===== src/rtl/imem_ctrl.sv =====
// Instruction memory controller: shares one single-port imem between loader, fetch and debug.
// Optional debug port and starvation arbitration are enabled by defining IMEM_CTRL_DBG_EN.
module imem_ctrl #(
    parameter int WIDTH      = 32,
    parameter int IMEM_W     = 13,
    parameter int STARVE_MAX = 8
) (
    input  logic              clk_i,
    input  logic              rst_i,
    input  logic              boot_skip_i,
    input  logic              reload_i,
    output logic              core_rst_o,
    input  logic              fetch_req_i,
    input  logic [IMEM_W-1:0] fetch_addr_i,
    output logic [WIDTH-1:0]  fetch_rdata_o,
    output logic              fetch_valid_o,
    output logic              fetch_stall_o,
    input  logic              ld_valid_i,
    output logic              ld_ready_o,
    input  logic [IMEM_W-1:0] ld_addr_i,
    input  logic [WIDTH-1:0]  ld_data_i,
    input  logic              ld_last_i,
    output logic              ld_err_o,
    input  logic              dbg_req_i,
    input  logic [IMEM_W-1:0] dbg_addr_i,
    output logic [WIDTH-1:0]  dbg_rdata_o,
    output logic              dbg_valid_o,
    output logic [IMEM_W-1:0] mem_addr_o,
    output logic              mem_we_o,
    output logic [WIDTH-1:0]  mem_wdata_o,
    input  logic [WIDTH-1:0]  mem_rdata_i,
    output logic [1:0]        state_o
);

    localparam int CNT_W = $clog2(STARVE_MAX + 1);
    localparam logic [CNT_W-1:0] STARVE_LIM = CNT_W'(STARVE_MAX);

    typedef enum logic [1:0] {
        LOAD = 2'd0,
        RUN  = 2'd1
    } state_t;

    state_t state, state_next;
    logic   ld_accept;
    logic   fetch_grant;
    logic   dbg_grant;
    logic   dbg_force;

`ifdef IMEM_CTRL_DBG_EN
    logic [CNT_W-1:0] starve_cnt;
    assign dbg_force = dbg_req_i && (starve_cnt == STARVE_LIM);
`else
    assign dbg_force = 1'b0;
`endif

    assign state_o = state;

    always_ff @(posedge clk_i) begin
        if (rst_i)
            state <= LOAD;
        else
            state <= state_next;
    end

    // Reset forces the LOAD-style handshake outputs but blocks any write.
    always_comb begin
        state_next    = state;
        core_rst_o    = 1'b1;
        ld_ready_o    = 1'b0;
        fetch_stall_o = 1'b0;
        mem_addr_o    = '0;
        mem_we_o      = 1'b0;
        mem_wdata_o   = '0;
        ld_accept     = 1'b0;
        fetch_grant   = 1'b0;
        dbg_grant     = 1'b0;
        if (rst_i) begin
            ld_ready_o = 1'b1;
        end else begin
            case (state)
                LOAD: begin
                    ld_ready_o  = 1'b1;
                    ld_accept   = ld_valid_i;
                    mem_addr_o  = ld_addr_i;
                    mem_wdata_o = ld_data_i;
                    mem_we_o    = ld_valid_i && (ld_addr_i[1:0] == 2'b00);
                    if ((ld_valid_i && ld_last_i) || boot_skip_i)
                        state_next = RUN;
                end
                RUN: begin
                    core_rst_o = 1'b0;
`ifdef IMEM_CTRL_DBG_EN
                    fetch_grant = fetch_req_i && !dbg_force;
                    dbg_grant   = dbg_req_i && (dbg_force || !fetch_req_i);
`else
                    fetch_grant = fetch_req_i;
`endif
                    mem_addr_o    = dbg_grant ? dbg_addr_i : fetch_addr_i;
                    fetch_stall_o = fetch_req_i && !fetch_grant;
                    if (reload_i)
                        state_next = LOAD;
                end
                default: state_next = LOAD;
            endcase
        end
    end

    always_ff @(posedge clk_i) begin
        if (rst_i) begin
            fetch_valid_o <= 1'b0;
            fetch_rdata_o <= '0;
            ld_err_o      <= 1'b0;
        end else begin
            fetch_valid_o <= fetch_grant;
            if (fetch_grant)
                fetch_rdata_o <= mem_rdata_i;
            if (ld_accept && (ld_addr_i[1:0] != 2'b00))
                ld_err_o <= 1'b1;
        end
    end

`ifdef IMEM_CTRL_DBG_EN
    // Counter tracks consecutive denied debug cycles; it saturates so the force stays asserted.
    always_ff @(posedge clk_i) begin
        if (rst_i) begin
            dbg_valid_o <= 1'b0;
            dbg_rdata_o <= '0;
            starve_cnt  <= '0;
        end else begin
            dbg_valid_o <= dbg_grant;
            if (dbg_grant)
                dbg_rdata_o <= mem_rdata_i;
            if ((state != RUN) || !dbg_req_i || dbg_grant)
                starve_cnt <= '0;
            else if (starve_cnt != STARVE_LIM)
                starve_cnt <= starve_cnt + 1'b1;
        end
    end
`else
    assign dbg_valid_o = 1'b0;
    assign dbg_rdata_o = '0;
    wire unused_dbg = ^{dbg_req_i, dbg_force, STARVE_LIM};
`endif

endmodule


===== config.mk =====
export PLATFORM = sky130hd
export DESIGN_NAME = imem_ctrl
export DESIGN_NICKNAME = d
export VERILOG_FILES = /design/src/rtl/imem_ctrl.sv
export SDC_FILE = /design/constraint.sdc
export NUM_CORES = 1
export LEC_CHECK = 0
export ABC_AREA = 1
export CAP_MARGIN = 15
export CORE_ASPECT_RATIO = 0.8
export CORE_MARGIN = 3
export CORE_UTILIZATION = 24
export CTS_CLUSTER_DIAMETER = 40
export CTS_CLUSTER_SIZE = 24
export DETAILED_ROUTE_END_ITERATION = 7
export PLACE_DENSITY_LB_ADDON = 0.08
export SLEW_MARGIN = 20
export SYNTH_ARGS = -nofsm -noshare
export SYNTH_HDL_FRONTEND = slang
export SYNTH_SLANG_ARGS = --single-unit

===== constraint.sdc =====
create_clock -name clk_i -period 1.5 [get_ports clk_i]
set_input_delay 0.45 -clock clk_i [delete_from_list [all_inputs] [get_ports clk_i]]
set_output_delay 0.45 -clock clk_i [all_outputs]
set_load 0.05 [all_outputs]

* Word-level counts from Yosys, hierarchy flattened
Index checks and enable logic that the tools add are counted.
** Storage, ports and cells
- Register bits :: 36
- Input bits :: 111
- Output and inout port bits :: 118
- Logic and storage cells :: 32
** Operators by class
- Eq/ne operators :: 3
- Muxes and demuxes :: 17
- Reductions and logical operators :: 8
** Operators by type and width (count)
- 2-to-1 mux 32 bit :: 2
- one-hot mux 13 bit (2 select lines) :: 1
- 2-to-1 mux 13 bit :: 1
- 2-to-1 mux 1 bit :: 10
- zero test 2 bit :: 2
- 2-to-1 mux 2 bit :: 2
- inequality test 2 bit (second input constant) :: 2
- one-hot mux 2 bit (2 select lines) :: 1
- logical AND 1 bit :: 3
- == test 2 x 1 -> 1 bit (second input constant) :: 1
- AND reduction 2 bit :: 1
- nonzero test 2 bit :: 1
- logical OR 1 bit :: 1

* Longest topological paths before layout
Gate-level depths: netlist (run 1).
- Depth in word-level cells :: 4
- Gate-level depth with buffers :: 5
- Depth with buffers taken out :: 4

* Least setup slack after synthesis (run 1)
No wires, ideal clock.
- Path kind :: input to output
- Start point :: in rst_i
- End point :: out mem_addr_o[0]
- Arrival :: 1980 ps
- Data required time :: 1050 ps
- Path slack :: -930 ps
- Stages on the path :: 4
- Buffers on the path :: 1
- Cells stage by stage :: buf_4 > nor2_1 > inv_1 > o21ai_0
** On the way
- Cells in the longest elaborated chain, start to end :: 1
** RTL lines
- start, declared :: line 9 : input logic rst_i,
- 2-to-1 mux 13 bit :: line 77 : if (rst_i) begin
- end, declared :: line 28 : output logic [IMEM_W-1:0] mem_addr_o,
No other way between the ends.

* Final worst setup path (run 1)
- Start point :: reg state[0], in the netlist state_o[0]
- End point :: out mem_wdata_o[23]
** On the way
- Cells in the longest elaborated chain, start to end :: 3
** RTL lines
- start, declared :: line 43 : state_t state, state_next;
- start signal, assigned :: line 62 : state <= state_next;
- zero test 2 bit :: line 80 : case (state)
- 2-to-1 mux 32 bit :: line 80
- 2-to-1 mux 32 bit :: line 77
- end, declared :: line 30 : output logic [WIDTH-1:0] mem_wdata_o,
No other way between the ends.

==> flow_metrics.py, run 1 <==
metrics = {
    "clock_tree": {
        "cts_max_path_buffers": 2,
        "path_clk_slew_ns": 0.07,
        "cts_buffers": 5,
        "tritoncts": "yes",
        "holdBufCountCts": 0,
        "cts_htree_levels": 2,
        "root_buffer": "clkbuf_8",
        "cts.sinks": 35,
        "clock_latency_ns": 0.28,
    },
    "sta": {
        "final_hold_viol_count": 0,
        "fin_crit_sh_pct": 118,
        "maxSlewViolCount": 0,
        "fin_worst_skew_ns": 0.00400,
        "min_period_ns": 1.76,
        "setup_viol": 48,
        "rsz0062_at_grt": "true",
        "max_freq_ghz": 0.567,
        "whs_ns": 0.488,
        "setup_ws_ns": -0.263,
    },
    "die": {
        "fp.dieArea_um2": 9260,
        "die_w_um": 107,
        "coreArea_um2": 7640,
        "die_h_um": 86.7,
        "start_util_pct": 25.6,
        "ios": 229,
        "rows": 28,
    },
    "routing": {
        "wl_per_cell_um": 14.3,
        "drtPass1Iterations": 4,
        "final_antenna_net_count": 0,
        "drc_errors": 0,
        "routed_via_density": 4.09,
        "vias": 2441,
        "drt_first_iter_violations": 81,
        "routed_wl_um": 8540,
    },
    "place": {
        "preCtsSetupSlack_ns": -0.399,
        "dpl_cell_area_um2": 4970,
        "dp.cells": 588,
        "dp_hpwl_um": 7130,
        "portBuffers": 179,
        "place_congestion": 0.710,
    },
    "critical_path": {
        "crit_type": "flip-flop to primary output",
        "critPathCaptureType": "primary output",
        "critPathMaxFanout": 22,
        "cp_num_buf_inv": 3,
        "cp-start-kind": "flip-flop",
        "crit_slowest_cell": "dfxtp_4",
        "crit_arrival_ns": 1.31,
        "startpoint": "state_o[0]$_SDFFE_PP0P_",
        "critical_path_required_ns": 1.05,
        "r2r_start": "state_o[0]$_SDFFE_PP0P_",
        "cpPeakStageDelay_ns": 0.37,
        "worstPathCellList": "inv_4 -> buf_8 -> nand2_1 -> nor2_4 -> buf_12",
        "crit_family": "buffers and inverters",
    },
    "synthesis": {
        "post_synth_and_or_nand_nor_area_fraction_pct": 42.8,
        "syn_inst": 308,
        "yosysSeqAreaShare_pct": 35.9,
        "synth_xor_area_share_pct": 0,
        "synth-compound-area-share_pct": 1.03,
        "synthesis.area_um2": 1950,
        "avgSynthCellArea_um2": 6.34,
        "synth_top_family_by_area": "simple AND/OR/NAND/NOR gates",
        "synth-seq-cells": 35,
        "muxShareOfSynthArea_pct": 0,
        "synth_area_leaders": "dfxtp_1 36%, nand2_1 26%, buf_4 16%, nand3_1 8.5%, nor2_1 6.7%",
        "synth_top_area_cell": "dfxtp_1",
        "netlist.area_leader.share_pct": 35.9,
        "synthAdderAreaFrac_pct": 0,
        "yosysWarnings": 0,
        "ys_types": 13,
    },
    "run_status": {
        "violations": "negative setup slack",
        "status": "complete, but fails checks",
    },
    "power": {
        "powerDensity_nw_per_um2": 695,
        "p_int_mw": 2.16,
        "p_comb_share_pct": 53.4,
        "p_leak_nw": 2.27,
        "seq_power_share_pct": 28.4,
        "p_clk_share_pct": 18.2,
        "switching_power_mw": 1.44,
        "swShare_pct": 40.1,
        "peakVddDrop_v": 0.000549,
    },
    "hold_path": {
        "hold_path_class": "flip-flop to flip-flop",
        "hp-start": "ld_err_o$_SDFFE_PP0P_",
    },
    "cells_and_area": {
        "postLayoutCellArea_um2": 5180,
        "syn2layout_area_growth_pct": 165,
        "nets": 603,
        "diodes": 0,
        "stdcell_count": 597,
        "final_layout_size_suffix_gt1_share_pct": 36.4,
        "fin_util_pct": 67.8,
    },
    "global_route": {
        "overflow": 0,
        "antenna_found_initial": 0,
        "grt_pass1_vias": 2245,
        "grt_max_degree": 26,
        "grt_usage_pct": 17.1,
        "grt_pass1_wl_um": 12600,
    },
    "job": {
        "cap_violations": 0,
    },
}
-- layout make-up --
class	count	area, um2
clock buffer	5	68.8
fill	630	2460
multi-input combinational	246	1380
clock inverter	2	13.8
sequential	35	704
timing repair buffer	197	2840
inverter	7	32.5
tap	105	131
-- cells in the final DEF (no fill, tap or decap), drive strengths merged --
cell type and count:
nand3 33, nand2 137, buf 102, nor2 37, clkbuf 5, inv 6
clkinv 2, dlygate4sd2 1, a21oi 2, dlymetal6s2s 2, clkdlybuf4s50 92, dfxtp 35
clkinvlp 1, conb 35, o21ai 2
-- kinds of logic (layout without fill, tap and decap cells) --
group | count (synthesis) | after routing
AOI/OAI and AO/OA | 4 | 4
DFF | 35 | 35
buffers and inverters | 61 | 211
other | 1 | 35
and+or+nand+nor | 207 | 207
-- worst reg2reg max path, delay by kind of cell (launching register included) --
family        cells  cell delay [ns]
buf+inv           2             0.37
simple gates      3             0.29
flops             1             0.37
-- metal layers --
layer | track usage [%] | routed length [um] | vias up
met1 | 20.8 | 3330 | 1078
met5 | 0 | 0 | -
li1 | - | - | 1232
met3 | 7.82 | 938 | 13
met2 | 27.9 | 4150 | 118
met4 | 4.07 | 122 | 0
-- power by group through the flow --
| stage | clock network (mW) | registers [mW] | logic [mW] |
|---|---|---|---|
| 6_report | 0.655 | 1.02 | 1.92 |
| 5_1_grt | 0.729 | 1.03 | 2.00 |
| 4_1_cts | 0.684 | 1.02 | 1.92 |
| 3_5_place_dp | 0 | 1.04 | 1.88 |
| 3_3_place_gp | 0 | 1.04 | 1.87 |
| 2_1_floorplan | 0 | 1.18 | 0.906 |
-- worst paths after layout --
kind                               endpoint  slack (ns)  cells past startpoint
min                   ld_err_o$_SDFFE_PP0P_        0.49                      2
min reg2reg           ld_err_o$_SDFFE_PP0P_        0.49                      2
max                         mem_wdata_o[23]       -0.26                      5
max reg2reg  fetch_rdata_o[24]$_SDFFE_PP0P_        0.42                      5
-- flip-flops by register name, indices dropped and copies added, names as in the netlist --
name	cells
fetch_valid_o	1
fetch_rdata_o	32
ld_err_o	1
state_o	1
-- stage by stage --
step           total power, mW  setup TNS (ns)
3_5_place_dp              2.92          -24.54
4_1_cts                   3.63          -11.53
6_report                  3.60          -10.90
2_1_floorplan             2.08           -4.69
5_1_grt                   3.76          -14.01
3_3_place_gp              2.91          -23.72
-- what timing repair did --
action	in CTS	in global routing
buffers inserted	2	0
pin swaps	2	0
resized for setup	18	14
endpoints found under the setup margin	81	48
-- synth_stat cells, drive strengths merged --
library cell	count
clkbuf	6
conb	1
nor2	37
nand3	33
o21ai	2
dfxtp	35
inv	7
nand2	137
buf	48
a21oi	2
Note: power is estimated with default switching activity, not from simulation.
==> run 2, diff against run 1 <==
CORE_ASPECT_RATIO = 0.9   (was 0.8)
CORE_UTILIZATION = 29   (was 24)
clock period = 2.2 ns   (was 1.5 ns; I/O delays follow)
==> run 2 against run 1 <==
Effect of this change: the run now ends clean; global-route usage is 2.5 points higher; first-iteration DRC count is 16% lower; count of clock-buffer cells in the layout is 1 higher; sequential power is 33% lower; clock power is 32% lower; via count is 2.9% higher; combinational power is 39% lower; power is 36% lower; flip-flop and latch count stayed put; critical path type is now input port to primary output; largest cell class unchanged.
==> flow_metrics.py, run 2 (synthesized netlist as in run 1, its figures left out) <==
metrics = {
    "run_status": {
        "status": "finished, final reports clean",
    },
    "place": {
        "place_congestion": 0.772,
        "portBuffers": 179,
        "dpl_cell_area_um2": 4270,
        "dp_hpwl_um": 6480,
    },
    "routing": {
        "wl_per_cell_um": 13.9,
        "drt_first_iter_violations": 68,
        "final_antenna_net_count": 0,
        "routed_via_density": 4.29,
        "vias": 2511,
        "routed_wl_um": 8120,
        "drc_errors": 0,
        "drtPass1Iterations": 4,
    },
    "sta": {
        "final_hold_viol_count": 0,
        "rsz0062_at_grt": "true",
        "setup_viol": 0,
        "max_freq_ghz": 0.456,
        "slew_headroom_pct": 50.8,
        "tightestPinTransition_ns": 0.736,
        "maxSlewViolCount": 0,
        "fin_crit_sh_pct": 99.7,
        "min_period_ns": 2.19,
        "fin_worst_skew_ns": 0.00784,
    },
    "critical_path": {
        "critical_path_required_ns": 1.54,
        "r2r_cells": 6,
        "crit_type": "input port to primary output",
        "crit_path_end": "mem_addr_o[3]",
        "r2r_end": "fetch_rdata_o[27]$_SDFFE_PP0P_",
        "critPathCaptureType": "primary output",
        "r2r_start": "state_o[0]$_SDFFE_PP0P_",
        "cp-start-kind": "input port",
        "crit_arrival_ns": 1.53,
        "critPathMaxFanout": 6,
        "startpoint": "rst_i",
        "r2r_slack_ns": 0.68,
    },
    "clock_tree": {
        "cts_max_path_buffers": 2,
        "cts_htree_levels": 2,
        "root_buffer": "clkbuf_8",
        "cts_buffers": 5,
        "tritoncts": "yes",
        "path_clk_slew_ns": 0.07,
        "clock_latency_ns": 0.28,
        "holdBufCountCts": 0,
        "cts.sinks": 35,
    },
    "cells_and_area": {
        "syn2layout_area_growth_pct": 135,
        "fin_util_pct": 72.7,
        "postLayoutCellArea_um2": 4590,
        "largest_reg_flops": 32,
        "final_layout_size_suffix_gt1_share_pct": 27.5,
        "final_cell_mix": "125 x clkdlybuf4s50_1, 116 x nand2_1, 50 x buf_12",
        "nets": 608,
        "fill_cells": 511,
        "diodes": 0,
        "regMostFlops": "fetch_rdata_o",
        "final_common_cell": "clkdlybuf4s50_1",
    },
    "global_route": {
        "overflow": 0,
        "use_met1_pct": 22.3,
        "busiest_layer": "met2",
        "antenna_found_initial": 0,
        "met2_usage_pct": 35.4,
        "grt_max_degree": 34,
        "grt_pass1_vias": 2240,
        "grt_pass1_wl_um": 12200,
        "grt_usage_pct": 19.6,
        "use_met3_pct": 7.03,
    },
    "power": {
        "peakVddDrop_v": 0.000442,
        "powerDensity_nw_per_um2": 503,
        "p_leak_nw": 2.10,
    },
    "die": {
        "die_h_um": 83.8,
        "rows": 27,
        "die_w_um": 92.5,
        "start_util_pct": 30.9,
        "fp.dieArea_um2": 7750,
        "ios": 229,
        "coreArea_um2": 6320,
    },
    "job": {
        "cap_violations": 0,
    },
    "hold_path": {
        "hold_path_class": "flip-flop to flip-flop",
    },
}
-- run 2: cell count changes in the layout (fill, tap and decap cells not counted), sizes merged --
cell and change:
inv -1, clkbuf +1, clkdlybuf4s50 +33, dlymetal6s2s -1, clkinvlp +2, buf -27, clkinv -1
-- run 2: metal layers --
layer  up-vias  part of all wire (%)  routed length, um
li1       1247                     -                  -
met1      1154                    36               2950
met3         4                   9.6                778
met5         -                     0                  0
met2       106                    53               4320
met4         0                  0.84                 68
-- run 2: repair_timing --
| item | 4_1_cts | 5_1_grt |
|---|---|---|
| gates cloned | 1 | 0 |
| pin swaps | 2 | 12 |
| gates resized for setup | 26 | 35 |
| endpoints found under the setup margin | 48 | 45 |
| setup buffers | 1 | 7 |
-- run 2: layout make-up --
cell class                      count  area, um2  area share, %
Clock inverter                      2       12.5          0.273
Multi-Input combinational cell    246       1150           25.2
Tap cell                           87        109           2.37
Inverter                            7       33.8          0.736
Sequential cell                    35        704           15.3
Timing Repair Buffer              202       2500           54.5
Clock buffer                        6       72.6           1.58
-- run 2: worst min path at each step --
| stage | startpoint | end | cells past startpoint |
|---|---|---|---|
| 3_3_place_gp | ld_err_o$_SDFFE_PP0P_ | ld_err_o$_SDFFE_PP0P_ | 2 |
| 3_5_place_dp | ld_err_o$_SDFFE_PP0P_ | ld_err_o$_SDFFE_PP0P_ | 2 |
| 6_report | ld_err_o$_SDFFE_PP0P_ | ld_err_o$_SDFFE_PP0P_ | 2 |
| 5_1_grt | fetch_rdata_o[30]$_SDFFE_PP0P_ | fetch_rdata_o[30]$_SDFFE_PP0P_ | 2 |
| 4_1_cts | ld_err_o$_SDFFE_PP0P_ | ld_err_o$_SDFFE_PP0P_ | 2 |
| 2_1_floorplan | state_o[0]$_SDFFE_PP0P_ | state_o[0]$_SDFFE_PP0P_ | 2 |
-- run 2: worst max-delay path: stages --
cell     delay (ns)
buf_8          0.10
buf_6          0.12
nor2_4         0.13
buf_12         0.12
buf_16         0.12
nand2_2        0.05
nand2_2        0.08
buf_12         0.13
-- run 2: power breakdown --
group | total, mW | internal, mW | leakage, nW | switching (mW)
logic | 1.18 | 0.503 | 1.78 | 0.682
registers | 0.682 | 0.664 | 0.286 | 0.0175
clock network | 0.444 | 0.221 | 0.0412 | 0.223
total | 2.31 | 1.39 | 2.10 | 0.922
-- run 2: through the flow --
step | total power [mW] | hold WS [ns] | std cells | setup slack, ns | setup TNS (ns)
3_5_place_dp | 1.83 | 0.442 | 569 | -0.379 | -14.43
3_3_place_gp | 1.82 | 0.440 | 569 | -0.350 | -12.78
4_1_cts | 2.30 | 0.452 | 579 | -0.0461 | -0.392
2_1_floorplan | 1.34 | 0.632 | 342 | -0.115 | -3.48
6_report | 2.31 | 0.469 | 585 | 0.00644 | 0
5_1_grt | 2.41 | 0.484 | 585 | -0.0503 | -0.157
==> run 3, diff against run 2 <==
ABC_AREA = not set   (was 1)
clock period = 2.8 ns   (was 2.2 ns; I/O delays follow)
==> run 3 against run 2 <==
Effect of this change: count of clock-buffer cells in the layout unchanged; synthesized area down 1.3%; first-iteration DRC count down 35%; critical path depth down 4; synthesized cell count down 17%; global-route usage down 1.3 points; critical path type unchanged; highest routed layer unchanged.
==> flow_metrics.py, run 3 <==
metrics = {
    "synthesis": {
        "yosysSeqAreaShare_pct": 36.4,
        "syn_inst": 255,
        "synth_ff_type": "dfxtp_1",
        "ys_types": 18,
        "synthTopCellsByCount": "64 x nand2_1, 41 x buf_4, 35 x dfxtp_1",
        "yosysWarnings": 0,
        "synth_area_leaders": "dfxtp_1 36%, buf_4 16%, nand2_1 12%, and2_1 11%, a21oi_1 8.3%",
        "synth_top_area_cell": "dfxtp_1",
        "avgSynthCellArea_um2": 7.55,
        "synthesis.area_um2": 1930,
        "netlist.area_leader.share_pct": 36.4,
        "synth-seq-cells": 35,
        "synth_edf_count": 0,
        "yosysMostFrequentCell": "nand2_1",
        "synthArstFlopShare_pct": 0,
    },
    "clock_tree": {
        "root_buffer": "clkbuf_8",
        "cts_max_path_buffers": 2,
        "cts.sinks": 35,
        "cts_setup_buffers": 0,
        "path_clk_slew_ns": 0.07,
        "cts_buffers": 5,
        "cts_resized": 0,
        "tritoncts": "yes",
        "cts_htree_levels": 2,
        "holdBufCountCts": 0,
        "clock_latency_ns": 0.28,
    },
    "global_route": {
        "antenna_found_initial": 0,
        "grt_pass1_wl_um": 11100,
        "overflow": 0,
        "grt_usage_pct": 18.4,
        "grt_max_degree": 34,
        "grt_pass1_vias": 2088,
    },
    "routing": {
        "drtPass1Iterations": 4,
        "routed_wl_um": 7380,
        "routed_via_density": 4.15,
        "final_antenna_net_count": 0,
        "drc_errors": 0,
        "vias": 2137,
        "wl_per_cell_um": 14.3,
        "drt_first_iter_violations": 44,
    },
    "sta": {
        "fin_worst_skew_ns": 0.00334,
        "tightestPinTransition_ns": 0.603,
        "setup_ws_ns": 0.189,
        "rsz0062_at_grt": "false",
        "fin_setup_tns_ns": 0,
        "maxSlewViolCount": 0,
        "whs_ns": 0.454,
        "setup_viol": 0,
        "fin_crit_sh_pct": 93.2,
        "min_period_ns": 2.61,
        "max_freq_ghz": 0.383,
        "final_hold_viol_count": 0,
        "slew_headroom_pct": 59.7,
    },
    "cells_and_area": {
        "diodes": 0,
        "regMostFlops": "fetch_rdata_o",
        "final_common_cell": "clkdlybuf4s50_1",
        "largest_reg_flops": 32,
        "final_layout_size_suffix_gt1_share_pct": 15.0,
        "nets": 538,
        "syn2layout_area_growth_pct": 110,
        "stdcell_count": 515,
        "final_cell_mix": "129 x clkdlybuf4s50_1, 64 x nand2_1, 37 x buf_12",
    },
    "die": {
        "die_h_um": 83.3,
        "fp.dieArea_um2": 7660,
        "start_util_pct": 30.6,
        "die_w_um": 91.9,
        "rows": 27,
        "ios": 229,
        "coreArea_um2": 6280,
    },
    "critical_path": {
        "crit_type": "input port to primary output",
        "critical_path_required_ns": 1.96,
        "critPathMaxFanout": 2,
        "critPathCaptureType": "primary output",
        "cp-start-kind": "input port",
        "r2r_cells": 4,
        "crit_arrival_ns": 1.77,
    },
    "place": {
        "dp.cells": 507,
        "portBuffers": 179,
        "place_congestion": 0.796,
        "preCtsSetupSlack_ns": 0.178,
        "dp_hpwl_um": 6180,
    },
    "power": {
        "powerDensity_nw_per_um2": 417,
        "p_leak_nw": 1.64,
        "peakVddDrop_v": 0.000177,
    },
    "hold_path": {
        "min_path_cells": 2,
        "hold_path_class": "flip-flop to flip-flop",
    },
    "run_status": {
        "status": "finished, final reports clean",
    },
    "job": {
        "cap_violations": 0,
    },
}
[run 3: changes by cell type after synthesis, moves of 4 or more]
cell and delta:
nand3_1 -33, clkbuf_1 -5, nand2_1 -72, inv_1 -6
and2_1 +33, mux2i_1 +13, buf_2 +4, a21oi_1 +30
nor2_1 -20
[run 3: worst paths after layout]
| check | start | end | slack (ns) |
|---|---|---|---|
| max | ld_addr_i[1] | mem_we_o | 0.19 |
| min | fetch_rdata_o[25]$_SDFFE_PP0P_ | fetch_rdata_o[25]$_SDFFE_PP0P_ | 0.45 |
| max reg2reg | state_o[0]$_SDFFE_PP0P_ | fetch_rdata_o[5]$_SDFFE_PP0P_ | 1.33 |
| min reg2reg | fetch_rdata_o[25]$_SDFFE_PP0P_ | fetch_rdata_o[25]$_SDFFE_PP0P_ | 0.45 |
[run 3: logic make-up after synthesis]
family,count (synthesis),share of synthesized area [%]
flip-flops,35,36.4
AND/OR/NAND/NOR,117,27.8
buffers and inverters,54,19.2
multiplexers,13,6.76
AO/OA/AOI/OAI,35,9.62
other,1,0.195
[run 3: area by class of cell]
class / instances / area [um2]
multi-input combinational: 200 / 982
inverter: 1 / 3.75
timing repair buffer: 184 / 2160
clock buffer: 6 / 72.6
fill: 555 / 2240
tap: 87 / 109
clock inverter: 2 / 12.5
sequential: 35 / 701
[run 3: routing by layer]
metal  share of wire, %  vias to the layer above  global-route usage [%]
met1                 35                      943                    19.2
met2                 54                      110                    35.0
met5                  0                        -                       0
met4                1.1                        0                    3.37
met3                9.4                        8                    6.70
li1                   -                     1076                       -
[run 3: critical path, stage by stage]
cell and delay [ns]:
clkdlybuf4s50_1 0.42, nor2_1 0.14, and3_1 0.22, buf_12 0.15
[run 3: power by group]
group / total, mW / switching [mW] / internal [mW]
Combinational: 0.809 / 0.479 / 0.330
Sequential: 0.532 / 0.0111 / 0.521
Clock: 0.347 / 0.173 / 0.174
Total: 1.69 / 0.663 / 1.02
[run 3: through the flow]
stage               power (mW)  cell area [um2]  utilization (%)
CTS                       1.71             4050             64.4
finish                    1.69             4050             64.4
global route              1.76             4050             64.4
detailed placement        1.36             3960             63.0
floorplan                 1.03             2050                -
global placement          1.35             3960             63.0
